==> config.mk <==
export PLATFORM = sky130hd
export DESIGN_NAME = part_addr_latch_dual4_flat
export DESIGN_NICKNAME = d
export VERILOG_FILES = /design/src/rtl/part_ttl_pkg.sv /design/src/rtl/part_addr_latch_dual4_if.sv /design/src/rtl/part_addr_latch_chan.sv /design/src/rtl/part_addr_latch_dual4.sv /design/src/flat_wrapper.sv
export SDC_FILE = /design/constraint.sdc
export NUM_CORES = 1
export LEC_CHECK = 0
export CELL_PAD_IN_SITES_DETAIL_PLACEMENT = 0
export CELL_PAD_IN_SITES_GLOBAL_PLACEMENT = 1
export CORE_MARGIN = 2
export CORE_UTILIZATION = 27
export DETAILED_ROUTE_END_ITERATION = 8
export GPL_TIMING_DRIVEN = 0
export MAX_ROUTING_LAYER = met4
export PLACE_DENSITY_LB_ADDON = 0.1
export SLEW_MARGIN = 10
export SYNTH_ARGS = -nofsm -noshare
export SYNTH_HDL_FRONTEND = slang
export SYNTH_HIERARCHICAL = 1
export SYNTH_SLANG_ARGS = --single-unit
==> constraint.sdc <==
create_clock -name CLK -period 0.8 [get_ports CLK]
set_input_delay 0.16 -clock CLK [delete_from_list [all_inputs] [get_ports CLK]]
set_output_delay 0.16 -clock CLK [all_outputs]
set_load 0.1 [all_outputs]
==> src/rtl/part_ttl_pkg.sv <==
// Shared definitions for the dual 4-bit addressable latch.
//   IDX_W      : width of the shared bit index {S0,S1}
//   idx_t      : bit index type
//   mode_t     : per-channel operating mode, encoded as {E_N, CLR_N}
//   mode_of()  : maps the two active-low controls onto a mode
package part_ttl_pkg;

    localparam int IDX_W = 2;
    localparam int Q_W   = 1 << IDX_W;

    typedef logic [IDX_W-1:0] idx_t;

    // The encoding is the raw {E_N, CLR_N} pair, so decoding is a plain cast.
    typedef enum logic [1:0] {
        MODE_DEMUX  = 2'b00,
        MODE_LATCH  = 2'b01,
        MODE_CLEAR  = 2'b10,
        MODE_MEMORY = 2'b11
    } mode_t;

    function automatic mode_t mode_of(input logic e_n, input logic clr_n);
        return mode_t'({e_n, clr_n});
    endfunction

endpackage

==> src/rtl/part_addr_latch_dual4_if.sv <==
// Pin bundle of the dual 4-bit addressable latch.
//   Da, Db          : channel data bits
//   S0, S1          : shared address, index = {S0,S1}
//   Ea_N, Eb_N      : active-low per-channel write enables
//   CLRa_N, CLRb_N  : active-low per-channel synchronous clears
//   Qa, Qb          : registered channel outputs
// master drives the controls and reads Q; slave is the latch itself.
interface part_addr_latch_dual4_if;

    logic       Da;
    logic       Db;
    logic       S0;
    logic       S1;
    logic       Ea_N;
    logic       Eb_N;
    logic       CLRa_N;
    logic       CLRb_N;
    logic [3:0] Qa;
    logic [3:0] Qb;

    modport master (
        output Da, Db, S0, S1, Ea_N, Eb_N, CLRa_N, CLRb_N,
        input  Qa, Qb
    );

    modport slave (
        input  Da, Db, S0, S1, Ea_N, Eb_N, CLRa_N, CLRb_N,
        output Qa, Qb
    );

endinterface

==> src/rtl/part_addr_latch_chan.sv <==
// One channel of the addressable latch.
//   CLK, RESET : clock, asynchronous active-high reset to RESET_VALUE
//   D          : data bit
//   index      : addressed bit of Q
//   E_N, CLR_N : active-low write enable / synchronous clear
//   Q          : registered 4-bit output
module part_addr_latch_chan
    import part_ttl_pkg::*;
#(
    parameter logic [Q_W-1:0] RESET_VALUE = '0
) (
    input  logic           CLK,
    input  logic           RESET,
    input  logic           D,
    input  idx_t           index,
    input  logic           E_N,
    input  logic           CLR_N,
    output logic [Q_W-1:0] Q
);

    logic [Q_W-1:0] sel;
    logic [Q_W-1:0] dmask;
    mode_t          mode;

    always_comb begin
        sel   = Q_W'(1) << index;
        dmask = sel & {Q_W{D}};
        mode  = mode_of(E_N, CLR_N);
    end

    // D and index only reach Q in the two writing modes, so unknowns on them
    // are harmless while the channel holds or clears.
    always_ff @(posedge CLK or posedge RESET) begin
        if (RESET) begin
            Q <= RESET_VALUE;
        end else begin
            case (mode)
                MODE_LATCH:  Q <= (Q & ~sel) | dmask;
                MODE_DEMUX:  Q <= dmask;
                MODE_CLEAR:  Q <= '0;
                MODE_MEMORY: Q <= Q;
                default:     Q <= Q;
            endcase
        end
    end

endmodule

==> src/rtl/part_addr_latch_dual4.sv <==
// Dual 4-bit addressable latch: two independent channels sharing one address.
//   CLK, RESET  : clock, asynchronous active-high reset
//   bus (slave) : per-channel data/enable/clear, shared S0/S1, outputs Qa/Qb
//   RESET_VALUE : value both outputs take while RESET is high
module part_addr_latch_dual4
    import part_ttl_pkg::*;
#(
    parameter logic [3:0] RESET_VALUE = 4'b0000
) (
    input  logic                     CLK,
    input  logic                     RESET,
    part_addr_latch_dual4_if.slave   bus
);

    idx_t index;

    // S0 is the MSB of the index.
    assign index = {bus.S0, bus.S1};

    part_addr_latch_chan #(
        .RESET_VALUE (RESET_VALUE)
    ) u_chan_a (
        .CLK   (CLK),
        .RESET (RESET),
        .D     (bus.Da),
        .index (index),
        .E_N   (bus.Ea_N),
        .CLR_N (bus.CLRa_N),
        .Q     (bus.Qa)
    );

    part_addr_latch_chan #(
        .RESET_VALUE (RESET_VALUE)
    ) u_chan_b (
        .CLK   (CLK),
        .RESET (RESET),
        .D     (bus.Db),
        .index (index),
        .E_N   (bus.Eb_N),
        .CLR_N (bus.CLRb_N),
        .Q     (bus.Qb)
    );

endmodule

==> src/flat_wrapper.sv <==
// flat-port wrapper written by rule: the top's interface ports become plain ports
module part_addr_latch_dual4_flat import part_ttl_pkg::*;
#(
    parameter logic [3:0] RESET_VALUE = 4'b0000
)
  (CLK, RESET, bus_Da, bus_Db, bus_S0, bus_S1, bus_Ea_N, bus_Eb_N, bus_CLRa_N, bus_CLRb_N, bus_Qa, bus_Qb);
  part_addr_latch_dual4_if bus_i ();
  input  logic CLK;
  input  logic RESET;
  input wire logic [$bits(bus_i.Da)-1:0] bus_Da;
  input wire logic [$bits(bus_i.Db)-1:0] bus_Db;
  input wire logic [$bits(bus_i.S0)-1:0] bus_S0;
  input wire logic [$bits(bus_i.S1)-1:0] bus_S1;
  input wire logic [$bits(bus_i.Ea_N)-1:0] bus_Ea_N;
  input wire logic [$bits(bus_i.Eb_N)-1:0] bus_Eb_N;
  input wire logic [$bits(bus_i.CLRa_N)-1:0] bus_CLRa_N;
  input wire logic [$bits(bus_i.CLRb_N)-1:0] bus_CLRb_N;
  output wire logic [$bits(bus_i.Qa)-1:0] bus_Qa;
  output wire logic [$bits(bus_i.Qb)-1:0] bus_Qb;
  assign bus_i.Da = bus_Da;
  assign bus_i.Db = bus_Db;
  assign bus_i.S0 = bus_S0;
  assign bus_i.S1 = bus_S1;
  assign bus_i.Ea_N = bus_Ea_N;
  assign bus_i.Eb_N = bus_Eb_N;
  assign bus_i.CLRa_N = bus_CLRa_N;
  assign bus_i.CLRb_N = bus_CLRb_N;
  assign bus_Qa = bus_i.Qa;
  assign bus_Qb = bus_i.Qb;
  part_addr_latch_dual4 #(.RESET_VALUE(RESET_VALUE)) u_core (.CLK(CLK), .RESET(RESET), .bus(bus_i));
endmodule
==> run summary, run 1 <==
Status = complete, but fails checks
Failing checks = negative setup slack
Place WS = -877 ps
DIE AREA = 0.00171 sq mm
First-pass GRT wire length = 1.59 mm
DRT antenna net count = 0
Post-Route Setup TNS = -2260 ps
Layout cell share with drive strength beyond 1 = 0.527
Max-slew violation count = 0
CTS root buffer = clkbuf_4
Via count = 334
Die H = 41.4 microns
Io pins = 18
Skew final = 0 ps
Drt total wl = 926 microns
Worst r2r path cells = 3
CP Data Required Time = 640 ps
CTS sink cnt = 8
Vias in the first global route = 338
MaxCap Viol Count = 0
CP Cell Sequence = buf_12
Reg-to-reg setup timing slack = -100 ps
DP HPWL = 700 microns
Sequential cell area fraction in the yosys report = 0.530
Hold WC Path Type = primary input to asynchronous set/reset pin
Fmax = 928 MHz
Crit Path Category = flip-flop to primary output
Peak supply drop = 718 uV
Routability cong. = 0.710
Mean Syn Cell Area = 11.1 sq um
PortBufs = 17
Post-synthesis register bit count = 8
Pre-Repair DR Iteration Count = 3
Starting density of the core = 0.290
H-tree depth = 1
Slew @ Worst Pin = 273 ps
Detail-routed via count per cell = 4.77
Final min period = 1080 ps
Core Util, Final = 0.572
Switch Pwr = 0.000397 W
Fin nets = 67
Crit path max-delay family = flip-flops
Slew headroom = 0.816
YS warnings = 6
Final setup fails = 9
Clock Power Share = 0.264
Final period util = 1.35
CTS tree = done
Power density cells = 1550 mW/mm^2
Most frequent cells in the layout = 8 x buf_12, 8 x dfrtp_4, 6 x nand2_1, 6 x mux2i_1
CP bufs+invs = 1
Clk_lat worst skew = 250 ps
Filler Cells Inserted = 114
Reg clk slew, reported paths = 60 ps
CP peak stage delay = 490 ps
CP Max Fanout = 2
Post-Syn Area = 378 sq um
Core box area = 0.00130 sq mm
Tot GR Track Use = 0.128
Hold_buf cts = 0
Tot Pwr = 0.00115 W
N_diodes = 0
Worst setup margin = -278 ps
Yosys cell types = 8
Initial antenna violation count = 0
CP startpoint kind = flip-flop
Row count = 13
Leakage = 0.311 nW
Largest net degree at the start of global routing = 11
Crit path capture type = primary output
Starting DRC count in detailed routing = 2
Comb pwr share = 0.334
Fin. Hold Viols = 0
Number of buffers created by CTS = 3
Flop pwr share = 0.402
Synthesized Nets = 44
Residual DRC = 0
Area grow syn2layout = 97.0%
RSZ-0062 raised after global routing = yes
Sw Share = 0.344
Maximum clock path buffer count = 2
P_int = 0.000758 W
CP Data Arrival Time = 920 ps
Routed length per instance = 13.2 microns
Remaining Overflow, GRT = 0
Die W = 41.4 microns
Post-Syn Instances = 34
CP max-delay cell = dfrtp_4
## power by group through the flow
stage	combinational, W	sequential (W)	clock (W)
global placement	0.000318	0.000458	0
finish	0.000385	0.000464	0.000305
CTS	0.000377	0.000463	0.000322
floorplan	0.0000456	0.000620	0
global route	0.000401	0.000467	0.000356
detailed placement	0.000323	0.000460	0
## how the worst max path moves through the flow
stage,startpoint,endpoint,depth (start not counted)
final,flip-flop,bus_Qa[0],1
after global routing,flip-flop,bus_Qa[0],1
after CTS,flip-flop,bus_Qb[3],1
after detailed placement,flip-flop,bus_Qb[2],1
after global placement,flip-flop,bus_Qa[0],1
after floorplan,flip-flop,flip-flop,2
## area by class of cell
cell class | instances | area (sq um) | share of cell area
tap | 15 | 18.8 | 0.0252
multi-input combinational | 22 | 210 | 0.282
timing repair buffer | 18 | 248 | 0.333
sequential | 8 | 230 | 0.309
clock buffer | 3 | 22.5 | 0.0303
inverter | 4 | 15.0 | 0.0202
## routing by layer
metal / up-vias / track usage / share of wire
met5: - / - / 0
met4: 0 / 0.0581 / 0
met3: 0 / 0.0391 / 0.028
met2: 5 / 0.213 / 0.56
met1: 165 / 0.140 / 0.41
li1: 164 / - / -
## what timing repair did
item | 4_1_cts | 5_1_grt
pin swaps | 1 | 1
setup buffers | 1 | 0
gates resized for setup | 83 | 12
setup endpoints to repair | 16 | 13
cloned | 0 | 0
## kinds of logic (layout without fill, tap and decap cells)
family / after synthesis / count (layout) / share of synthesized area
AO/OA/AOI/OAI: 4 / 4 / 0.0927
buffers and inverters: 4 / 25 / 0.0397
flip-flops: 8 / 8 / 0.530
multiplexers: 6 / 6 / 0.159
AND/OR/NAND/NOR: 12 / 12 / 0.179
## per-stage QoR
step / instance area (sq um) / std cells / hold slack (ps)
4_1_cts: 724 / 70 / 120
6_report: 744 / 70 / 117
3_3_place_gp: 597 / 66 / 387
5_1_grt: 744 / 70 / 130
3_5_place_dp: 597 / 66 / 392
2_1_floorplan: 408 / 34 / -73.8
## cells in the mapped netlist
cell type  instances  area share
dfrtp_1            8        0.53
mux2i_1            6        0.16
nand2_1            6       0.060
inv_1              4       0.040
nor3b_1            4       0.079
nand3b_1           2       0.040
o311ai_0           2       0.046
o41ai_1            2       0.046
Note: power is estimated with default switching activity, not from simulation.
==> inputs of run 2 (changes only) <==
--- a/config.mk
+++ b/config.mk
@@ -5,6 +5,7 @@
 export SDC_FILE = /design/constraint.sdc
 export NUM_CORES = 1
 export LEC_CHECK = 0
+export ABC_AREA = 1
 export CELL_PAD_IN_SITES_DETAIL_PLACEMENT = 0
 export CELL_PAD_IN_SITES_GLOBAL_PLACEMENT = 1
 export CORE_MARGIN = 2
==> run 2 against run 1 <==
The run still ends with negative setup slack left; largest cell class unchanged; clock power shrank 6%; synthesized area grew 21%; fmax rose by 0.81%.
==> run summary, run 2 <==
Vias in the first global route = 421
Routability cong. = 0.685
P_int = 0.000856 W
DRT antenna net count = 0
Compound-Gate Fraction of Synth Area = 0
Mean Syn Cell Area = 6.36 sq um
Synth top area cells = dfrtp_1 44%, nand2_1 23%, inv_1 15%
Sequential cell area fraction in the yosys report = 0.437
N_diodes = 0
Area grow syn2layout = 92.9%
Initial antenna violation count = 0
Multi-input gate area = 240 sq um
Final setup fails = 14
Filler Cells Inserted = 155
Post-Syn Area = 458 sq um
Power density cells = 1560 mW/mm^2
Place WS = -873 ps
Slew @ Worst Pin = 331 ps
Fmax = 935 MHz
Final Cell Area = 883 sq um
Via count = 484
Tot GR Track Use = 0.129
Die H = 45.2 microns
Most numerous cell in the Yosys netlist = nand2_1
CTS tree = done
XOR/XNOR share of the synthesized area = 0
Clk_lat worst skew = 240 ps
Clock Power Share = 0.209
Remaining Overflow, GRT = 0
Synth async-reset ratio = 1.00
Most frequent cells in the layout = 16 x inv_1, 16 x nand2_1, 10 x nand3_1
Tot Pwr = 0.00138 W
Worst setup margin = -269 ps
Flop pwr share = 0.360
Leakage = 0.517 nW
Final min period = 1070 ps
Register cell area after layout = 230 sq um
Number of flops mapped to enable cells by yosys = 0
YS warnings = 6
Crit Path Category = flip-flop to primary output
Post-Syn Instances = 72
DP HPWL = 767 microns
Maximum clock path buffer count = 2
CP startpoint kind = flip-flop
Die W = 45.2 microns
CTS sink cnt = 8
CP Cell Sequence = buf_12
CP peak stage delay = 490 ps
Placed Area = 678 sq um
Hold WC Path Type = primary input to asynchronous set/reset pin
Hold_buf cts = 0
DIE AREA = 0.00204 sq mm
Slew headroom = 0.779
Number of buffers created by CTS = 3
Row count = 14
Layout cell share with drive strength beyond 1 = 0.412
Fin nets = 109
Failing checks = negative setup slack
CP bufs+invs = 1
Comb pwr share = 0.431
Yosys top cell area share = 0.437
MaxCap Viol Count = 0
CTS root buffer = clkbuf_4
Max-slew violation count = 0
Peak supply drop = 546 uV
Synthesized Nets = 82
Fin. Hold Viols = 0
Switch Pwr = 0.000520 W
Largest net degree at the start of global routing = 15
Synth Flop Type = dfrtp_1
Mux share of post-synthesis cell area = 0
Largest family of logic cells by synthesized area = simple AND/OR/NAND/NOR gates
CP Data Arrival Time = 910 ps
Post-synthesis register bit count = 8
Adder-Cell Fraction of Synth Area = 0
Routed length per instance = 9.49 microns
Sw Share = 0.378
Detail-routed via count per cell = 4.28
Drt total wl = 1.07 mm
Core box area = 0.00154 sq mm
Status = complete, but fails checks
RSZ-0062 raised after global routing = yes
Simple-Gate Fraction of Synth Area = 0.415
Reg clk slew, reported paths = 50 ps
Skew final = 0 ps
Pre-Repair DR Iteration Count = 1
Core Util, Final = 0.573
CP max-delay cell = dfrtp_4
Starting density of the core = 0.297
Post-synth top area cell = dfrtp_1
PortBufs = 17
Leading cell types by count after synthesis = 28 x nand2_1, 18 x inv_1, 10 x nand3_1
Starting DRC count in detailed routing = 0
CP Max Fanout = 2
Final period util = 1.34
Yosys cell types = 6
Crit path capture type = primary output
Crit path max-delay family = flip-flops
Io pins = 18
H-tree depth = 1
Residual DRC = 0
First-pass GRT wire length = 1.76 mm
CP Data Required Time = 640 ps
## run 2: through the flow
step                      instances  hold slack [ps]  setup TNS [ps]
after floorplan                  72            -73.8           -1040
after global placement          105              392          -10980
after detailed placement        105              395          -11040
after CTS                       108              130           -2260
after global routing            113              137           -3130
final                           113              127           -2570
## run 2: power by group through the flow
stage          clock network (W)   logic, W  registers, W
4_1_cts                 0.000311   0.000534      0.000494
6_report                0.000288   0.000592      0.000495
3_5_place_dp                   0   0.000463      0.000479
3_3_place_gp                   0   0.000461      0.000477
2_1_floorplan                  0  0.0000828      0.000716
5_1_grt                 0.000326   0.000629      0.000498
## run 2: final cells by class
| class | count | area share |
|---|---|---|
| clock buffers | 3 | 0.0255 |
| inverters | 18 | 0.0765 |
| multi-input cells | 46 | 0.272 |
| flip-flops and latches | 8 | 0.261 |
| well taps | 16 | 0.0227 |
| repair buffers | 22 | 0.343 |
## run 2: timing repair
| item | 4_1_cts | 5_1_grt |
|---|---|---|
| setup endpoints to repair | 16 | 16 |
| gates resized for setup | 83 | 22 |
| setup buffers | 0 | 5 |
| pin swaps | 1 | 7 |
## run 2: layer usage
| layer | track usage | vias up | share of wire |
|---|---|---|---|
| met3 | 0.00400 | 2 | 0.056 |
| li1 | - | 263 | - |
| met1 | 0.170 | 202 | 0.48 |
| met2 | 0.171 | 17 | 0.44 |
| met4 | 0.124 | 0 | 0.018 |
| met5 | - | - | 0 |
## run 2: worst paths after layout
kind | to | slack [ps] | cells past startpoint
max | bus_Qa[0] | -270 | 1
max in group asynchronous | asynchronous set/reset pin | 500 | 2
min in group CLK | flip-flop | 290 | 5
min | asynchronous set/reset pin | 130 | 2
min reg2reg | flip-flop | 640 | 4
max reg2reg | flip-flop | -90 | 5
## run 2: logic make-up after synthesis
group	Yosys count
buffers and inverters	18
flip-flops	8
AND/OR/NAND/NOR	46
